<file path="config.mk">
export PLATFORM = sky130hd
export DESIGN_NAME = iomem_sevenseg
export DESIGN_NICKNAME = d
export VERILOG_FILES = /design/src/rtl/sevenseg_pkg.sv /design/src/rtl/btn_debounce.sv /design/src/rtl/iomem_sevenseg.sv
export SDC_FILE = /design/constraint.sdc
export NUM_CORES = 1
export LEC_CHECK = 0
export ABC_CLOCK_PERIOD_IN_PS = 5400
export BUFFER_PORTS_ARGS = -buffer_cell sky130_fd_sc_hd__buf_4
export CAP_MARGIN = 20
export CELL_PAD_IN_SITES_DETAIL_PLACEMENT = 0
export CELL_PAD_IN_SITES_GLOBAL_PLACEMENT = 1
export CORE_ASPECT_RATIO = 1.25
export CORE_MARGIN = 5
export CORE_UTILIZATION = 44
export CTS_CLUSTER_SIZE = 20
export DETAILED_ROUTE_END_ITERATION = 16
export HOLD_SLACK_MARGIN = 0.15
export MAX_ROUTING_LAYER = met4
export PLACE_DENSITY = 0.95
export SLEW_MARGIN = 20
export SYNTH_ARGS = -nofsm -noshare
export SYNTH_HDL_FRONTEND = slang
export SYNTH_SLANG_ARGS = --single-unit
</file>
<file path="constraint.sdc">
create_clock -name CLKOUT -period 5.4 [get_ports CLKOUT]
set_input_delay 0.81 -clock CLKOUT [delete_from_list [all_inputs] [get_ports CLKOUT]]
set_output_delay 0.81 -clock CLKOUT [all_outputs]
set_load 0.01 [all_outputs]
</file>
<file path="src/rtl/sevenseg_pkg.sv">
// Shared definitions for the iomem seven-segment / switch / button peripheral:
// register offsets, CTRL field positions and the hex digit font.
package sevenseg_pkg;

    // Word offsets within the peripheral, taken from iomem_addr[3:2]
    typedef enum logic [1:0] {
        REG_DATA  = 2'd0,
        REG_CTRL  = 2'd1,
        REG_INPUT = 2'd2,
        REG_EDGE  = 2'd3
    } regSel_e;

    // CTRL field layout
    localparam int          CTRL_EN_BIT    = 0;
    localparam int          CTRL_DP_LSB    = 4;
    localparam int          CTRL_BLANK_LSB = 8;
    localparam int          CTRL_WIDTH     = 12;
    localparam logic [11:0] CTRL_RW_MASK   = 12'hFF1;

    // Number of debounced buttons {C,U,L,R,D}
    localparam int          NUM_BTN        = 5;

    // Active-low cathode patterns {g,f,e,d,c,b,a}, indexed by nibble value.
    // The list runs from F down to 0 so that HEX_FONT[n] is the glyph for n.
    localparam logic [15:0][6:0] HEX_FONT = {
        7'h0E,  // F
        7'h06,  // E
        7'h21,  // d
        7'h46,  // C
        7'h03,  // b
        7'h08,  // A
        7'h10,  // 9
        7'h00,  // 8
        7'h78,  // 7
        7'h02,  // 6
        7'h12,  // 5
        7'h19,  // 4
        7'h30,  // 3
        7'h24,  // 2
        7'h79,  // 1
        7'h40   // 0
    };

    // Expand the two low byte strobes into a 16-bit write mask
    function automatic logic [15:0] byteMask16(input logic [1:0] strb);
        return {{8{strb[1]}}, {8{strb[0]}}};
    endfunction

endpackage

</file>
<file path="src/rtl/btn_debounce.sv">
// N-bit button conditioner: two-flop synchronizer, slow shared sample tick,
// two-sample agreement filter and a rising-edge pulse aligned with the level.
module btn_debounce #(
    parameter int N   = 5,
    parameter int DIV = 100000
) (
    input  logic         CLKOUT,
    input  logic         resetn,
    input  logic [N-1:0] i_raw,
    output logic [N-1:0] o_level,
    output logic [N-1:0] o_rise
);

    localparam int              TICK_W    = (DIV > 1) ? $clog2(DIV) : 1;
    localparam logic [TICK_W-1:0] TICK_LAST = TICK_W'(DIV - 1);

    logic [N-1:0]      r_meta;
    logic [N-1:0]      r_sync;
    logic [N-1:0]      r_prev;
    logic [N-1:0]      r_level;
    logic [TICK_W-1:0] r_tickCnt;

    logic              w_tick;
    logic [N-1:0]      w_stable;
    logic [N-1:0]      w_levelNext;

    assign w_tick      = (r_tickCnt == TICK_LAST);
    assign w_stable    = ~(r_prev ^ r_sync);
    assign w_levelNext = w_tick ? ((r_level & ~w_stable) | (r_sync & w_stable)) : r_level;

    assign o_level     = r_level;
    // Combinational so the caller can register its sticky flag on the same edge the level rises
    assign o_rise      = w_levelNext & ~r_level;

    // Bring the asynchronous buttons into the CLKOUT domain
    always_ff @(posedge CLKOUT) begin
        if (!resetn) begin
            r_meta <= '0;
            r_sync <= '0;
        end else begin
            r_meta <= i_raw;
            r_sync <= r_meta;
        end
    end

    // Free-running divider producing one sample tick every DIV cycles
    always_ff @(posedge CLKOUT) begin
        if (!resetn) begin
            r_tickCnt <= '0;
        end else if (w_tick) begin
            r_tickCnt <= '0;
        end else begin
            r_tickCnt <= r_tickCnt + TICK_W'(1);
        end
    end

    // On each tick, accept a bit only when two consecutive samples agree
    always_ff @(posedge CLKOUT) begin
        if (!resetn) begin
            r_prev  <= '0;
            r_level <= '0;
        end else begin
            if (w_tick) begin
                r_prev <= r_sync;
            end
            r_level <= w_levelNext;
        end
    end

endmodule

</file>
<file path="src/rtl/iomem_sevenseg.sv">
// iomem-bus peripheral: 4-digit multiplexed hex display, synchronized switch
// readback, debounced buttons and sticky W1C button-press flags.
module iomem_sevenseg #(
    parameter logic [7:0] BASE_ADDR    = 8'h04,
    parameter int         REFRESH_DIV  = 10000,
    parameter int         DEBOUNCE_DIV = 100000
) (
    input  logic        CLKOUT,
    input  logic        resetn,
    input  logic        iomem_valid,
    output logic        iomem_ready,
    input  logic [3:0]  iomem_wstrb,
    input  logic [31:0] iomem_addr,
    input  logic [31:0] iomem_wdata,
    output logic [31:0] iomem_rdata,
    input  logic [15:0] sw,
    input  logic [4:0]  btn,
    output logic [6:0]  seg,
    output logic        dp,
    output logic [3:0]  an
);

    import sevenseg_pkg::*;

    localparam int                   REFRESH_W    = (REFRESH_DIV > 1) ? $clog2(REFRESH_DIV) : 1;
    localparam logic [REFRESH_W-1:0] REFRESH_LAST = REFRESH_W'(REFRESH_DIV - 1);

    logic [15:0]           r_swMeta;
    logic [15:0]           r_swSync;
    logic [15:0]           r_data;
    logic [CTRL_WIDTH-1:0] r_ctrl;
    logic [NUM_BTN-1:0]    r_edge;
    logic [REFRESH_W-1:0]  r_refreshCnt;
    logic [1:0]            r_digitIdx;

    logic [NUM_BTN-1:0]    w_btnLevel;
    logic [NUM_BTN-1:0]    w_btnRise;
    logic                  w_access;
    logic                  w_write;
    regSel_e               w_sel;
    logic [15:0]           w_mask16;
    logic [31:0]           w_readData;
    logic [NUM_BTN-1:0]    w_edgeClr;
    logic [3:0]            w_nibble;
    logic [3:0]            w_dpMask;
    logic [3:0]            w_blankMask;
    logic                  w_digitOn;
    logic [37:0]           w_unusedBits;

    // Address bits [23:4] and [1:0] are don't-care (the map aliases); upper write data has no home
    assign w_unusedBits = {iomem_addr[23:4], iomem_addr[1:0], iomem_wdata[31:16]};

    // A new access starts only while ready is low, so ready can never stretch past one cycle
    assign w_access  = iomem_valid && !iomem_ready && (iomem_addr[31:24] == BASE_ADDR);
    assign w_write   = w_access && (iomem_wstrb != 4'h0);
    assign w_sel     = regSel_e'(iomem_addr[3:2]);
    assign w_mask16  = byteMask16(iomem_wstrb[1:0]);
    assign w_edgeClr = (w_access && (w_sel == REG_EDGE) && iomem_wstrb[0])
                       ? iomem_wdata[NUM_BTN-1:0] : '0;

    // Button conditioning for {C,U,L,R,D}
    btn_debounce #(
        .N   (NUM_BTN),
        .DIV (DEBOUNCE_DIV)
    ) u_btnDebounce (
        .CLKOUT  (CLKOUT),
        .resetn  (resetn),
        .i_raw   (btn),
        .o_level (w_btnLevel),
        .o_rise  (w_btnRise)
    );

    // Two-flop synchronizer for the slide switches
    always_ff @(posedge CLKOUT) begin
        if (!resetn) begin
            r_swMeta <= '0;
            r_swSync <= '0;
        end else begin
            r_swMeta <= sw;
            r_swSync <= r_swMeta;
        end
    end

    // Read mux; sampled into rdata before any same-cycle write lands
    always_comb begin
        w_readData = '0;
        case (w_sel)
            REG_DATA:  w_readData = {16'h0, r_data};
            REG_CTRL:  w_readData = {20'h0, r_ctrl};
            REG_INPUT: w_readData = {11'h0, w_btnLevel, r_swSync};
            REG_EDGE:  w_readData = {27'h0, r_edge};
        endcase
    end

    // Bus handshake plus byte-strobed DATA and CTRL writes
    always_ff @(posedge CLKOUT) begin
        if (!resetn) begin
            iomem_ready <= 1'b0;
            iomem_rdata <= '0;
            r_data      <= '0;
            r_ctrl      <= '0;
        end else begin
            iomem_ready <= w_access;
            if (w_access) begin
                iomem_rdata <= w_readData;
            end
            if (w_write && (w_sel == REG_DATA)) begin
                r_data <= (r_data & ~w_mask16) | (iomem_wdata[15:0] & w_mask16);
            end
            if (w_write && (w_sel == REG_CTRL)) begin
                r_ctrl <= ((r_ctrl & ~w_mask16[CTRL_WIDTH-1:0])
                          | (iomem_wdata[CTRL_WIDTH-1:0] & w_mask16[CTRL_WIDTH-1:0]))
                          & CTRL_RW_MASK;
            end
        end
    end

    // Sticky press flags; a new press in the same cycle as a clear keeps the flag set
    always_ff @(posedge CLKOUT) begin
        if (!resetn) begin
            r_edge <= '0;
        end else begin
            r_edge <= (r_edge & ~w_edgeClr) | w_btnRise;
        end
    end

    // Slot timer: each digit owns REFRESH_DIV cycles, then the scan moves one digit left
    always_ff @(posedge CLKOUT) begin
        if (!resetn) begin
            r_refreshCnt <= '0;
            r_digitIdx   <= 2'd0;
        end else if (r_refreshCnt == REFRESH_LAST) begin
            r_refreshCnt <= '0;
            r_digitIdx   <= r_digitIdx + 2'd1;
        end else begin
            r_refreshCnt <= r_refreshCnt + REFRESH_W'(1);
        end
    end

    assign w_nibble    = r_data[{r_digitIdx, 2'b00} +: 4];
    assign w_dpMask    = r_ctrl[CTRL_DP_LSB +: 4];
    assign w_blankMask = r_ctrl[CTRL_BLANK_LSB +: 4];
    assign w_digitOn   = r_ctrl[CTRL_EN_BIT] && !w_blankMask[r_digitIdx];

    // Registered display drive for the currently scanned digit
    always_ff @(posedge CLKOUT) begin
        if (!resetn) begin
            an  <= 4'hF;
            seg <= 7'h7F;
            dp  <= 1'b1;
        end else begin
            an  <= w_digitOn ? ~(4'b0001 << r_digitIdx) : 4'hF;
            seg <= HEX_FONT[w_nibble];
            dp  <= ~w_dpMask[r_digitIdx];
        end
    end

endmodule

</file>
; ---- Word level (Yosys, flattened, before mapping)
; Memories as Yosys holds them, arrays and structs flattened. A register that Yosys moved wholly into a read port is not among the register bits.
; Cells that the tools add are included.
[classes]
order_cmp = 1
n_shift = 2
addsub = 3
n_reduce_logical = 16
bitwise_logic = 22
n_mux = 7
eq_ne = 6
[ops]
columns = op, n
row1 = $pmux W32 S4, 1
row2 = $and A16 B16 Y16, 2
row3 = $and A12 B12 Y12, 2
row4 = $and A5 B5 Y5, 4
row5 = $not A5 Y5, 4
row6 = $add A17 B1 Y17 const B, 1
row7 = $eq A17 B17 Y1 const B, 1
row8 = $not A16 Y16, 1
row9 = $or A16 B16 Y16, 1
row10 = $shiftx A16 B5 Y4, 1
row11 = $add A14 B1 Y14 const B, 1
row12 = $eq A14 B14 Y1 const B, 1
row13 = $not A12 Y12, 1
row14 = $or A12 B12 Y12, 1
row15 = $mux W5, 2
row16 = $or A5 B5 Y5, 2
row17 = $eq A8 B3 Y1 const B, 1
row18 = $logic_and A1 B1 Y1, 8
row19 = $xor A5 B5 Y5, 1
row20 = $bmux W1 S2, 2
row21 = $eq A2 B2 Y1 const B, 2
row22 = $not A4 Y4, 1
row23 = $reduce_bool A4 Y1, 1
row24 = $reduce_or A2 Y1, 2
row25 = 9 further kinds, 13
[totals]
rom_bits = 112
ff_bits = 153
mem_count = 1
input_bits = 92
[memory_table]
columns = name, depth, word_bits, rd, rd_ports_with_merged_regs, wr, line
row1 = (name not given), 16, 7, 1, 1, 0, iomem_sevenseg.sv:153  ; seg <= HEX_FONT[w_nibble];

; ---- Depth between registers and ports, before layout
; Gate-level depths: netlist (run 1).
[logic_depth]
word_depth = 9
depth_mapped = 8
ltp_nobuf = 7

; ---- Modules after synthesis
; A second synthesis (run 1) with hierarchy kept.
[hier_totals]
hier_cells = 633
hier_area_um2 = 6162.2
[modules_own_cells]
columns = mod, n_inst, area_each_um2, seq_area_each_um2, cells_each
row1 = iomem_sevenseg, 1, 4699.5, 2242.2, 473
row2 = btn_debounce, 1, 1462.7, 740.7, 160

; ---- Least setup slack after synthesis (run 1)
; No wires, ideal clock.
[synth_path]
path_type = input-to-reg
startpoint = in iomem_addr[25]
endpoint = reg r_edge[1]
path_buffers = 2
slack_ns = 3.261
t_required_ns = 5.284
stages = 6
arrival_time_ns = 2.022
path_cell_list = nor4b_1 -> and4_1 -> buf_2 -> buf_2 -> nand4_1 -> a31o_2
[synth_via]
elab_chain_cells = 8
[synth_rtl]
columns = element, line
row1 = from (decl), iomem_sevenseg.sv:13  ; input logic [31:0] iomem_addr,
row2 = $eq A8 B3 Y1, iomem_sevenseg.sv:54  ; assign w_access = iomem_valid && !iomem_ready && (iomem_addr[31:24] == BASE_ADDR);
row3 = $logic_and A1 B1 Y1, iomem_sevenseg.sv:54
row4 = $logic_and A1 B1 Y1 (2 in series), iomem_sevenseg.sv:58  ; assign w_edgeClr = (w_access && (w_sel == REG_EDGE) && iomem_wstrb[0])
row5 = $mux W5, iomem_sevenseg.sv:59  ; ? iomem_wdata[NUM_BTN-1:0] : '0;
row6 = $not A5 Y5, iomem_sevenseg.sv:123  ; r_edge <= (r_edge & ~w_edgeClr) | w_btnRise;
row7 = $and A5 B5 Y5, iomem_sevenseg.sv:123
row8 = $or A5 B5 Y5, iomem_sevenseg.sv:123
row9 = to (signal assigned), iomem_sevenseg.sv:123
row10 = to (decl), iomem_sevenseg.sv:32  ; logic [NUM_BTN-1:0] r_edge;
; No other way between the ends.
; A chain may end at the register's enable or synchronous reset.

; ---- Final worst setup path (run 1)
[layout_path]
startpoint = reg u_btnDebounce.r_tickCnt[0]
endpoint = reg u_btnDebounce.r_tickCnt[3]
[layout_via]
elab_chain_cells = 2
word_cells_on_any_way = 3
cone_classes = add/sub: 1 / eq/ne: 1 / reduce/logical: 1
[layout_rtl]
columns = element, line
row1 = from (decl), btn_debounce.sv:21  ; logic [TICK_W-1:0] r_tickCnt;
row2 = from (signal assigned), btn_debounce.sv:53  ; r_tickCnt <= r_tickCnt + TICK_W'(1);
row3 = branches (longest 2 deep; another with $add A17 B1 Y17), --
; Parallel ways; which one is timed is not known.

==> impl_metrics.yaml, run 1 <==
status:
  status: "finished, final reports clean"
pwr:
  switchingPower_uw: 531.6
  p_int_mw: 1.909
  power_leakage_nw: 3.026
  p_seq_share_pct: 46.3
  p_clk_share_pct: 49.8
  finalPower_mw: 2.441
  switching_share_pct: 21.78
  vdd.ir_drop.worst_v: 0.0002055
  comb_power_share_pct: 4.0
  powerDensity_mw_per_mm2: 332.8
place:
  dp_hpwl_mm: 9.441
  place.port_buffers: 85
  pre_cts_slack_ns: 2.645
  gp_congestion: 0.8011
synth:
  synth-adder-area-share_pct: 2.477
  synth_mux_area_share_pct: 10.73
  synth-compound-area-share_pct: 5.615
  synthCells: 636
  synth.yosys.seq_area_share_pct: 49.22
  synth_top_family_by_area: "simple AND/OR/NAND/NOR gates"
  synthSimpleGateAreaFrac_pct: 23.39
  yosysWarnings: 0
  yosys_register_bits: 149
  syn_avg_cell_area_um2: 9.530
  ys_types: 47
  synth_area_mm2: 0.006061
  synth_xor_area_share_pct: 3.757
timing:
  slew_violations: 0
  hold_ws_ns: 0.4314
  max_freq_mhz: 361.4
  min_period_ns: 2.767
  timing.final.ws_setup_ns: 2.633
  max_slew_margin_pct: 35.14
  fin_setup_tns_ns: 0
  setup_viol_count_final: 0
  rsz0062_at_grt: "no"
  post-route-period-util_pct: 51.24
  hold_violations: 0
  finClkSkew_ns: 0.006042
  worst_pin_slew_ns: 0.9700
job:
  maxCapViolations: 0
setup_path:
  cp-end-kind: "register"
  worstReg2RegStart: "u_btnDebounce.r_tickCnt[0]$_SDFF_PP0_"
  crit_arrival_ns: 3.05
  timing.rr.end: "u_btnDebounce.r_tickCnt[3]$_SDFF_PP0_"
  crit_type: "reg -> reg"
  reg2reg_depth: 5
  ff2ff_setup_slack_ns: 2.63
  start_kind: "register"
  cp_max_fo: 22
  critical_path_required_ns: 5.68
detailed_routing:
  drc_errors: 0
  ant_nets: 0
  dr.pass1.iters: 4
  via_per_inst: 5.169
  vias: 4606
  post_drt_wl_per_cell_um: 15.08
  drtIter0Drc: 333
  wl_mm: 13.44
clocking:
  ctsHoldBuffers: 0
  clk-insertion-delay-late_ns: 0.42
  h-tree-depth: 4
  cts_resized: 0
  ctsLongestPathBuffers: 2
  cts_num_sinks: 149
  numCtsBuffers: 17
  cts_tree: "done"
  cts-root-buf: "clkbuf_16"
  path_clk_slew_ns: 0.06
  cts_setup_buffers: 0
worst_hold_path:
  min_path_type: "reg -> reg"
  min_path_cells: 1
  worstHoldStart: "r_swMeta[12]$_SDFF_PN0_"
  hold-path-endpoint: "r_swSync[12]$_SDFF_PN0_"
cells_and_area:
  synthToLayoutAreaGrowth_pct: 20.99
  fillerInstances: 1235
  drive_gt1_share_pct: 19.97
  diodes: 0
  fin_util_pct: 53.55
  final_common_cell: "dfxtp_1"
  nNetsFinal: 807
  final_cell_mix: "149 x dfxtp_1, 87 x buf_4, 80 x nand2_1"
global_route:
  grt_pass1_vias: 4581
  antenna_found_initial: 0
  track_usage_pct: 17.34
  grt_pass1_wl_mm: 21.95
  grt_max_degree: 106
  overflow: 0
die:
  die_y_um: 141.2
  initial_core_util_pct: 44.26
  dieArea_mm2: 0.01624
  io_pins: 137
  die_w_um: 115.0
  num_rows: 48
  coreArea_mm2: 0.01369
-- per-stage QoR --
step | instance area (µm²) | std cells
finish | 7333 | 891
global route | 7333 | 891
CTS | 7333 | 891
detailed placement | 6720 | 859
global placement | 6720 | 859
floorplan | 6098 | 646
-- routing by layer --
layer | global-route usage (%) | up-vias | share of wire, %
li1 | - | 2278 | -
met1 | 20.25 | 2189 | 42
met2 | 28.63 | 118 | 50
met3 | 4.294 | 21 | 5.1
met4 | 6.551 | 0 | 2.4
met5 | - | - | 0
-- cell type report --
cell class / count / area, µm² / area share, %
tap: 175 / 219.0 / 2.986
clock inverter: 14 / 173.9 / 2.372
timing repair buffer: 87 / 653.1 / 8.906
sequential: 149 / 2983 / 40.68
inverter: 10 / 37.54 / 0.5119
clock buffer: 18 / 439.2 / 5.989
multi-input combinational: 438 / 2828 / 38.56
-- critical path, stage by stage (launching register included) --
cell and delay, ns:
dfxtp_1 0.38, ha_1 0.22, and4_1 0.36, nand4_1 0.80, nand2_1 0.77, nor2_1 0.11
-- worst max-delay path by stage --
| stage | depth (start not counted) | startpoint | end |
|---|---|---|---|
| 2_1_floorplan | 6 | iomem_addr[25] | r_edge[1]$_SDFF_PN0_ |
| 3_3_place_gp | 4 | resetn | r_edge[2]$_SDFF_PN0_ |
| 5_1_grt | 5 | u_btnDebounce.r_tickCnt[0]$_SDFF_PP0_ | u_btnDebounce.r_tickCnt[8]$_SDFF_PP0_ |
| 3_5_place_dp | 5 | u_btnDebounce.r_tickCnt[0]$_SDFF_PP0_ | u_btnDebounce.r_tickCnt[14]$_SDFF_PP0_ |
| 6_report | 5 | u_btnDebounce.r_tickCnt[0]$_SDFF_PP0_ | u_btnDebounce.r_tickCnt[3]$_SDFF_PP0_ |
| 4_1_cts | 5 | u_btnDebounce.r_tickCnt[0]$_SDFF_PP0_ | u_btnDebounce.r_tickCnt[9]$_SDFF_PP0_ |
-- cell usage after synthesis, drive strengths merged --
library cell | n | area share (%)
dfxtp | 149 | 49
nand2 | 81 | 5.1
nor2 | 59 | 3.7
mux2i | 47 | 7.8
and2 | 46 | 4.7
buf | 26 | 2.7
clkbuf | 23 | 1.4
nand3 | 19 | 1.7
nand4 | 15 | 1.5
a21oi | 14 | 1.2
nor3 | 14 | 1.2
xnor2 | 14 | 2.0
ha | 12 | 2.5
xor2 | 12 | 1.7
a211oi | 11 | 1.4
inv | 10 | 0.62
o21ai | 10 | 0.83
nor4 | 8 | 0.83
mux4 | 7 | 2.6
nor2b | 7 | 0.72
or3 | 7 | 0.72
a31oi | 6 | 0.62
a31o | 5 | 0.72
and4 | 5 | 0.72
or2 | 5 | 0.52
or4 | 3 | 0.37
and3 | 2 | 0.23
mux2 | 2 | 0.37
nand3b | 2 | 0.25
nor3b | 2 | 0.25
nor4b | 2 | 0.29
nor4bb | 2 | 0.33
o211ai | 2 | 0.25
o21a | 2 | 0.25
conb | 1 | 0.062
o211a | 1 | 0.17
o221ai | 1 | 0.14
o31ai | 1 | 0.12
or4bb | 1 | 0.19
-- cell families after synthesis --
kind of cell | count (synthesis)
AND/OR/NAND/NOR | 280
flip-flops | 149
buffers and inverters | 59
multiplexers | 56
AO/OA/AOI/OAI | 53
XOR/XNOR | 26
adder cells (fa/ha/maj) | 12
other | 1
-- power groups by stage --
stage	clock network [mW]	registers, mW	logic, mW
after CTS	1.23	1.13	0.0977
after floorplan	0	1.15	0.0597
final	1.21	1.13	0.0968
after detailed placement	0	1.15	0.0973
after global placement	0	1.15	0.0954
after global routing	1.29	1.13	0.106
Power figures use the tool's default switching activity.
==> inputs of run 2 (changes only) <==
--- a/config.mk
+++ b/config.mk
@@ -5,19 +5,19 @@
 export SDC_FILE = /design/constraint.sdc
 export NUM_CORES = 1
 export LEC_CHECK = 0
-export ABC_CLOCK_PERIOD_IN_PS = 5400
+export ABC_CLOCK_PERIOD_IN_PS = 2800
 export BUFFER_PORTS_ARGS = -buffer_cell sky130_fd_sc_hd__buf_4
 export CAP_MARGIN = 20
 export CELL_PAD_IN_SITES_DETAIL_PLACEMENT = 0
 export CELL_PAD_IN_SITES_GLOBAL_PLACEMENT = 1
 export CORE_ASPECT_RATIO = 1.25
 export CORE_MARGIN = 5
-export CORE_UTILIZATION = 44
+export CORE_UTILIZATION = 41
 export CTS_CLUSTER_SIZE = 20
 export DETAILED_ROUTE_END_ITERATION = 16
 export HOLD_SLACK_MARGIN = 0.15
 export MAX_ROUTING_LAYER = met4
-export PLACE_DENSITY = 0.95
+export PLACE_DENSITY = 0.91
 export SLEW_MARGIN = 20
 export SYNTH_ARGS = -nofsm -noshare
 export SYNTH_HDL_FRONTEND = slang
==> constraint.sdc (replaced) <==
create_clock -name CLKOUT -period 2.8 [get_ports CLKOUT]
set_input_delay 0.42 -clock CLKOUT [delete_from_list [all_inputs] [get_ports CLKOUT]]
set_output_delay 0.42 -clock CLKOUT [all_outputs]
set_load 0.01 [all_outputs]
==> run 2 against run 1 <==
Compared with the run above:
- routed wire length is 0.88% higher
- maximum frequency increased by 28%
- global-route usage shrank 0.96 points
- via count decreased by 1.1%
- combinational power up 96%
- sequential share of layout area about the same
- highest routed layer unchanged
- critical path type unchanged
- cell count is 0.79% higher
- count of clock-buffer cells in the layout up 4
- die area grew 6.7%
- largest cell class unchanged
- clock skew is 0.0058 ns higher
- register-to-register slack got worse by 2.0 ns
- hold slack worse by 0.23 ns
==> impl_metrics.yaml, run 2 (synthesis results as in run 1) <==
timing:
  min_period_ns: 2.155
  rsz0062_at_grt: "no"
  timing.final.ws_setup_ns: 0.6451
  max_freq_mhz: 464.1
  setup_viol_count_final: 0
  hold_violations: 0
  finClkSkew_ns: 0.01183
  max_slew_margin_pct: 56.35
  post-route-period-util_pct: 76.96
  slew_violations: 0
  fin_setup_tns_ns: 0
  worst_pin_slew_ns: 0.6547
clocking:
  path_clk_slew_ns: 0.06
  cts_setup_buffers: 0
  numCtsBuffers: 17
  ctsHoldBuffers: 0
  cts_tree: "done"
  ctsLongestPathBuffers: 2
  h-tree-depth: 4
  clk-insertion-delay-late_ns: 0.43
  cts_num_sinks: 149
  cts-root-buf: "clkbuf_16"
  cts_resized: 0
detailed_routing:
  post_drt_wl_per_cell_um: 15.09
  ant_nets: 0
  drtIter0Drc: 333
  drc_errors: 0
  via_per_inst: 5.075
  dr.pass1.iters: 5
  wl_mm: 13.55
  vias: 4557
die:
  die_y_um: 145.9
  num_rows: 49
  io_pins: 137
  dieArea_mm2: 0.01733
  initial_core_util_pct: 41.89
  die_w_um: 118.7
  coreArea_mm2: 0.01447
global_route:
  top_usage_layer: "met2"
  overflow: 0
  gr-usage-met3_pct: 4.277
  track_usage_pct: 16.38
  antenna_found_initial: 0
  grtUsageMet2_pct: 27.28
  grt_pass1_vias: 4503
  grt_max_degree: 72
  globalRouteMet1Util_pct: 18.48
  grt_pass1_wl_mm: 22.23
pwr:
  p_int_mw: 3.620
  switchingPower_uw: 946.6
  p_seq_share_pct: 47.7
  switching_share_pct: 20.73
  power_leakage_nw: 3.039
  p_clk_share_pct: 48.1
  vdd.ir_drop.worst_v: 0.0004341
  comb_power_share_pct: 4.2
  powerDensity_mw_per_mm2: 622.3
setup_path:
  crit_type: "reg -> reg"
  crit_slowest_cell: "mux4_2"
  max_stage_delay_ns: 0.64
  ff2ff_setup_slack_ns: 0.65
  critical_path_required_ns: 3.13
  crit_top_cell: "inv_1"
  reg2reg_depth: 7
  start_kind: "register"
  cp-end-kind: "register"
  cp_max_fo: 6
  crit_arrival_ns: 2.49
  critical_path.cell_chain: "mux4_2 > inv_1 > ha_1 > inv_1 > nor2_1 > a211oi_1 > o21ai_0"
place:
  dp_hpwl_mm: 9.830
  gp_congestion: 0.8262
  place.port_buffers: 85
  pre_cts_slack_ns: 0.5157
cells_and_area:
  drive_gt1_share_pct: 20.14
  synthToLayoutAreaGrowth_pct: 21.08
  final_common_cell: "dfxtp_1"
  diodes: 0
  fillerInstances: 1299
  nNetsFinal: 812
  final_cell_mix: "149 x dfxtp_1, 92 x buf_4, 80 x nand2_1"
worst_hold_path:
  min_path_type: "in -> reg"
  min_path_cells: 2
status:
  status: "finished, final reports clean"
job:
  maxCapViolations: 0
[run 2: cell types whose count changed in the layout (fill, tap and decap cells not counted)]
cell	delta
clkbuf_1	+2
buf_4	+5
inv_6	-4
clkinvlp_4	-1
clkinv_4	-1
bufinv_16	-1
clkinv_2	+2
clkbuf_8	+2
[run 2: final timing paths]
check | startpoint | to
hold reg to reg | u_btnDebounce.r_meta[2]$_SDFF_PN0_ | u_btnDebounce.r_sync[2]$_SDFF_PN0_
setup / recovery | r_digitIdx[0]$_SDFFE_PN0P_ | seg[3]$_SDFF_PN1_
setup reg to reg | r_digitIdx[0]$_SDFFE_PN0P_ | seg[3]$_SDFF_PN1_
hold / removal | sw[8] | r_swMeta[8]$_SDFF_PN0_
[run 2: power groups by stage]
stage	registers, mW	clock network [mW]	logic [mW]
global placement	2.22	0	0.187
floorplan	2.22	0	0.115
global route	2.18	2.35	0.211
finish	2.18	2.20	0.190
CTS	2.18	2.25	0.192
detailed placement	2.22	0	0.191
[run 2: per-layer routing]
metal | up-vias | routed length (µm)
met1 | 2145 | 5709
met5 | - | 0
met2 | 104 | 6904
li1 | 2287 | -
met3 | 21 | 653
met4 | 0 | 286
[run 2: final cells by class]
type	count	area, µm²	share of cell area [%]
multi-input combinational	438	2828	38.53
tap	178	222.7	3.035
clock inverter	9	102.6	1.398
inverter	10	37.54	0.5115
timing repair buffer	92	690.7	9.412
sequential	149	2983	40.65
clock buffer	22	474.2	6.462
[run 2: per-stage QoR]
| stage | hold WS (ns) | area [µm²] | total power, mW | util, % | cells |
|---|---|---|---|---|---|
| finish | 0.2002 | 7338 | 4.567 | 50.72 | 898 |
| global route | 0.1973 | 7338 | 4.740 | 50.72 | 898 |
| detailed placement | 0.4184 | 6761 | 2.415 | 46.73 | 867 |
| floorplan | 0.4119 | 6098 | 2.336 | - | 646 |
| global placement | 0.4194 | 6761 | 2.410 | 46.73 | 867 |
| CTS | 0.1871 | 7338 | 4.618 | 50.72 | 898 |
[run 2: critical path: cells and delay by family (launching register included)]
kind / cells / cell delay, ns
compound gates: 2 / 0.26
buf+inv: 2 / 0.22
simple gates: 1 / 0.13
mux: 1 / 0.64
flops: 1 / 0.55
fa+ha+maj: 1 / 0.26
==> inputs of run 3 (changes only) <==
--- a/config.mk
+++ b/config.mk
@@ -5,7 +5,7 @@
 export SDC_FILE = /design/constraint.sdc
 export NUM_CORES = 1
 export LEC_CHECK = 0
-export ABC_CLOCK_PERIOD_IN_PS = 2800
+export ABC_CLOCK_PERIOD_IN_PS = 2029
 export BUFFER_PORTS_ARGS = -buffer_cell sky130_fd_sc_hd__buf_4
 export CAP_MARGIN = 20
 export CELL_PAD_IN_SITES_DETAIL_PLACEMENT = 0
==> constraint.sdc (replaced) <==
create_clock -name CLKOUT -period 2.03 [get_ports CLKOUT]
set_input_delay 0.3045 -clock CLKOUT [delete_from_list [all_inputs] [get_ports CLKOUT]]
set_output_delay 0.3045 -clock CLKOUT [all_outputs]
set_load 0.01 [all_outputs]
==> run 3 against run 2 <==
Compared with the run above:
- count of clock-buffer cells in the layout rose by 1
- sequential share of layout area fell by 1.9 points
- hold slack got worse by 0.037 ns
- combinational power rose by 60%
- register-to-register slack got worse by 0.49 ns
- die area did not move
- cell count rose by 3.2%
- non-clock buffer count rose by 28
- critical endpoint unchanged
==> impl_metrics.yaml, run 3 (synthesis results as in run 1) <==
die:
  die_w_um: 118.7
  dieArea_mm2: 0.01733
  initial_core_util_pct: 41.89
  num_rows: 49
  coreArea_mm2: 0.01447
  io_pins: 137
  die_y_um: 145.9
cells_and_area:
  final_cell_mix: "148 x dfxtp_1, 94 x buf_4, 80 x nand2_1"
  diodes: 0
  nNetsFinal: 840
  fin_area_mm2: 0.007700
  drive_gt1_share_pct: 20.29
  final_common_cell: "dfxtp_1"
  synthToLayoutAreaGrowth_pct: 27.04
  fin_util_pct: 53.22
  fin_cells: 927
place:
  gp_congestion: 0.8053
  dp_hpwl_mm: 9.903
  place.port_buffers: 85
  placed_area_mm2: 0.006817
  pre_cts_slack_ns: 0.04846
  place_inst: 871
clocking:
  clk-insertion-delay-late_ns: 0.42
  ctsLongestPathBuffers: 2
  cts-root-buf: "clkbuf_16"
  path_clk_slew_ns: 0.06
  h-tree-depth: 4
  cts_num_sinks: 149
  cts_tree: "done"
  cts_setup_buffers: 0
  numCtsBuffers: 17
detailed_routing:
  drtIter0Drc: 277
  vias: 4741
  dr.pass1.iters: 4
  ant_nets: 0
  post_drt_wl_per_cell_um: 15.00
  wl_mm: 13.91
  via_per_inst: 5.114
  drc_errors: 0
setup_path:
  critical_path.cell_chain: "mux4_2 > inv_1 > ha_1 > o211a_1 > o21ai_0"
  cp_top_family: "multiplexers"
  reg2reg_depth: 5
  max_stage_delay_ns: 0.60
  crit_arrival_ns: 2.22
  start_kind: "register"
  cp-end-kind: "register"
  crit_slowest_cell: "mux4_2"
  critical_path_required_ns: 2.37
  crit_type: "reg -> reg"
  crit_buf_inv: 1
  path_depth: 5
  cp_max_fo: 6
global_route:
  track_usage_pct: 16.59
  grt_pass1_wl_mm: 22.67
  grt_pass1_vias: 4753
  overflow: 0
  grt_max_degree: 67
  antenna_found_initial: 0
timing:
  setup_viol_count_final: 0
  fin_setup_tns_ns: 0
  post-route-period-util_pct: 92.58
  max_freq_mhz: 532.1
  slew_violations: 0
  min_period_ns: 1.879
  hold_violations: 0
  finClkSkew_ns: 0.007720
  hold_ws_ns: 0.1630
  rsz0062_at_grt: "no"
  max_slew_margin_pct: 57.71
  worst_pin_slew_ns: 0.6330
  timing.final.ws_setup_ns: 0.1506
pwr:
  powerDensity_mw_per_mm2: 860.1
  power_leakage_nw: 3.203
  finalPower_mw: 6.622
  vdd.ir_drop.worst_v: 0.0005848
worst_hold_path:
  min_path_type: "in -> reg"
  min_path_cells: 3
job:
  maxCapViolations: 0
status:
  status: "finished, final reports clean"
run 3: cell count changes in the layout (fill, tap and decap cells not counted), sizes merged:
cell | previous run | this run
clkbuf | 22 | 23
buf | 92 | 96
dlygate4sd3 | 0 | 24
bufinv | 2 | 4
clkinvlp | 3 | 1
run 3: path summary, 6_finish.rpt:
check	start	end	slack, ns
worst max register to register	r_digitIdx[0]$_SDFFE_PN0P_	seg[3]$_SDFF_PN1_	0.15
worst min-delay path	iomem_wdata[15]	register	0.16
worst min register to register	u_btnDebounce.r_meta[2]$_SDFF_PN0_	u_btnDebounce.r_sync[2]$_SDFF_PN0_	0.43
worst max-delay path	r_digitIdx[0]$_SDFFE_PN0P_	seg[3]$_SDFF_PN1_	0.15
run 3: routing by layer:
layer  routed length, µm  vias up  global-route usage (%)
met3                 672       35                   3.733
met5                   0        -                       -
met2                7174      132                   28.28
li1                    -     2348                       -
met4                 445        0                   8.348
met1                5612     2226                   18.11
run 3: area by class of cell:
| cell class | count | area [µm²] |
|---|---|---|
| fill | 1312 | 6769 |
| sequential | 149 | 2984 |
| multi-input combinational | 438 | 2834 |
| timing repair buffer | 120 | 985.9 |
| clock buffer | 23 | 488.0 |
| tap | 178 | 222.7 |
| clock inverter | 9 | 147.6 |
| inverter | 10 | 37.54 |
run 3: timing repair:
| action | in CTS | in global routing |
|---|---|---|
| hold buffers | 24 | 0 |
| resized for setup | 0 | 2 |
| setup endpoints to repair | 0 | 3 |
| endpoints found under the hold margin | 24 | 0 |
run 3: worst reg2reg max path, cell delays in order, from the launching register on:
cell	delay [ns]
dfxtp_2	0.39
mux4_2	0.60
inv_1	0.14
ha_1	0.26
o211a_1	0.24
o21ai_0	0.16
run 3: power by group:
part,total (mW),switching [mW],internal [mW]
combinational,0.304,0.146,0.158
sequential,3.01,0.0245,2.98
clock,3.31,1.13,2.18
total,6.62,1.31,5.32
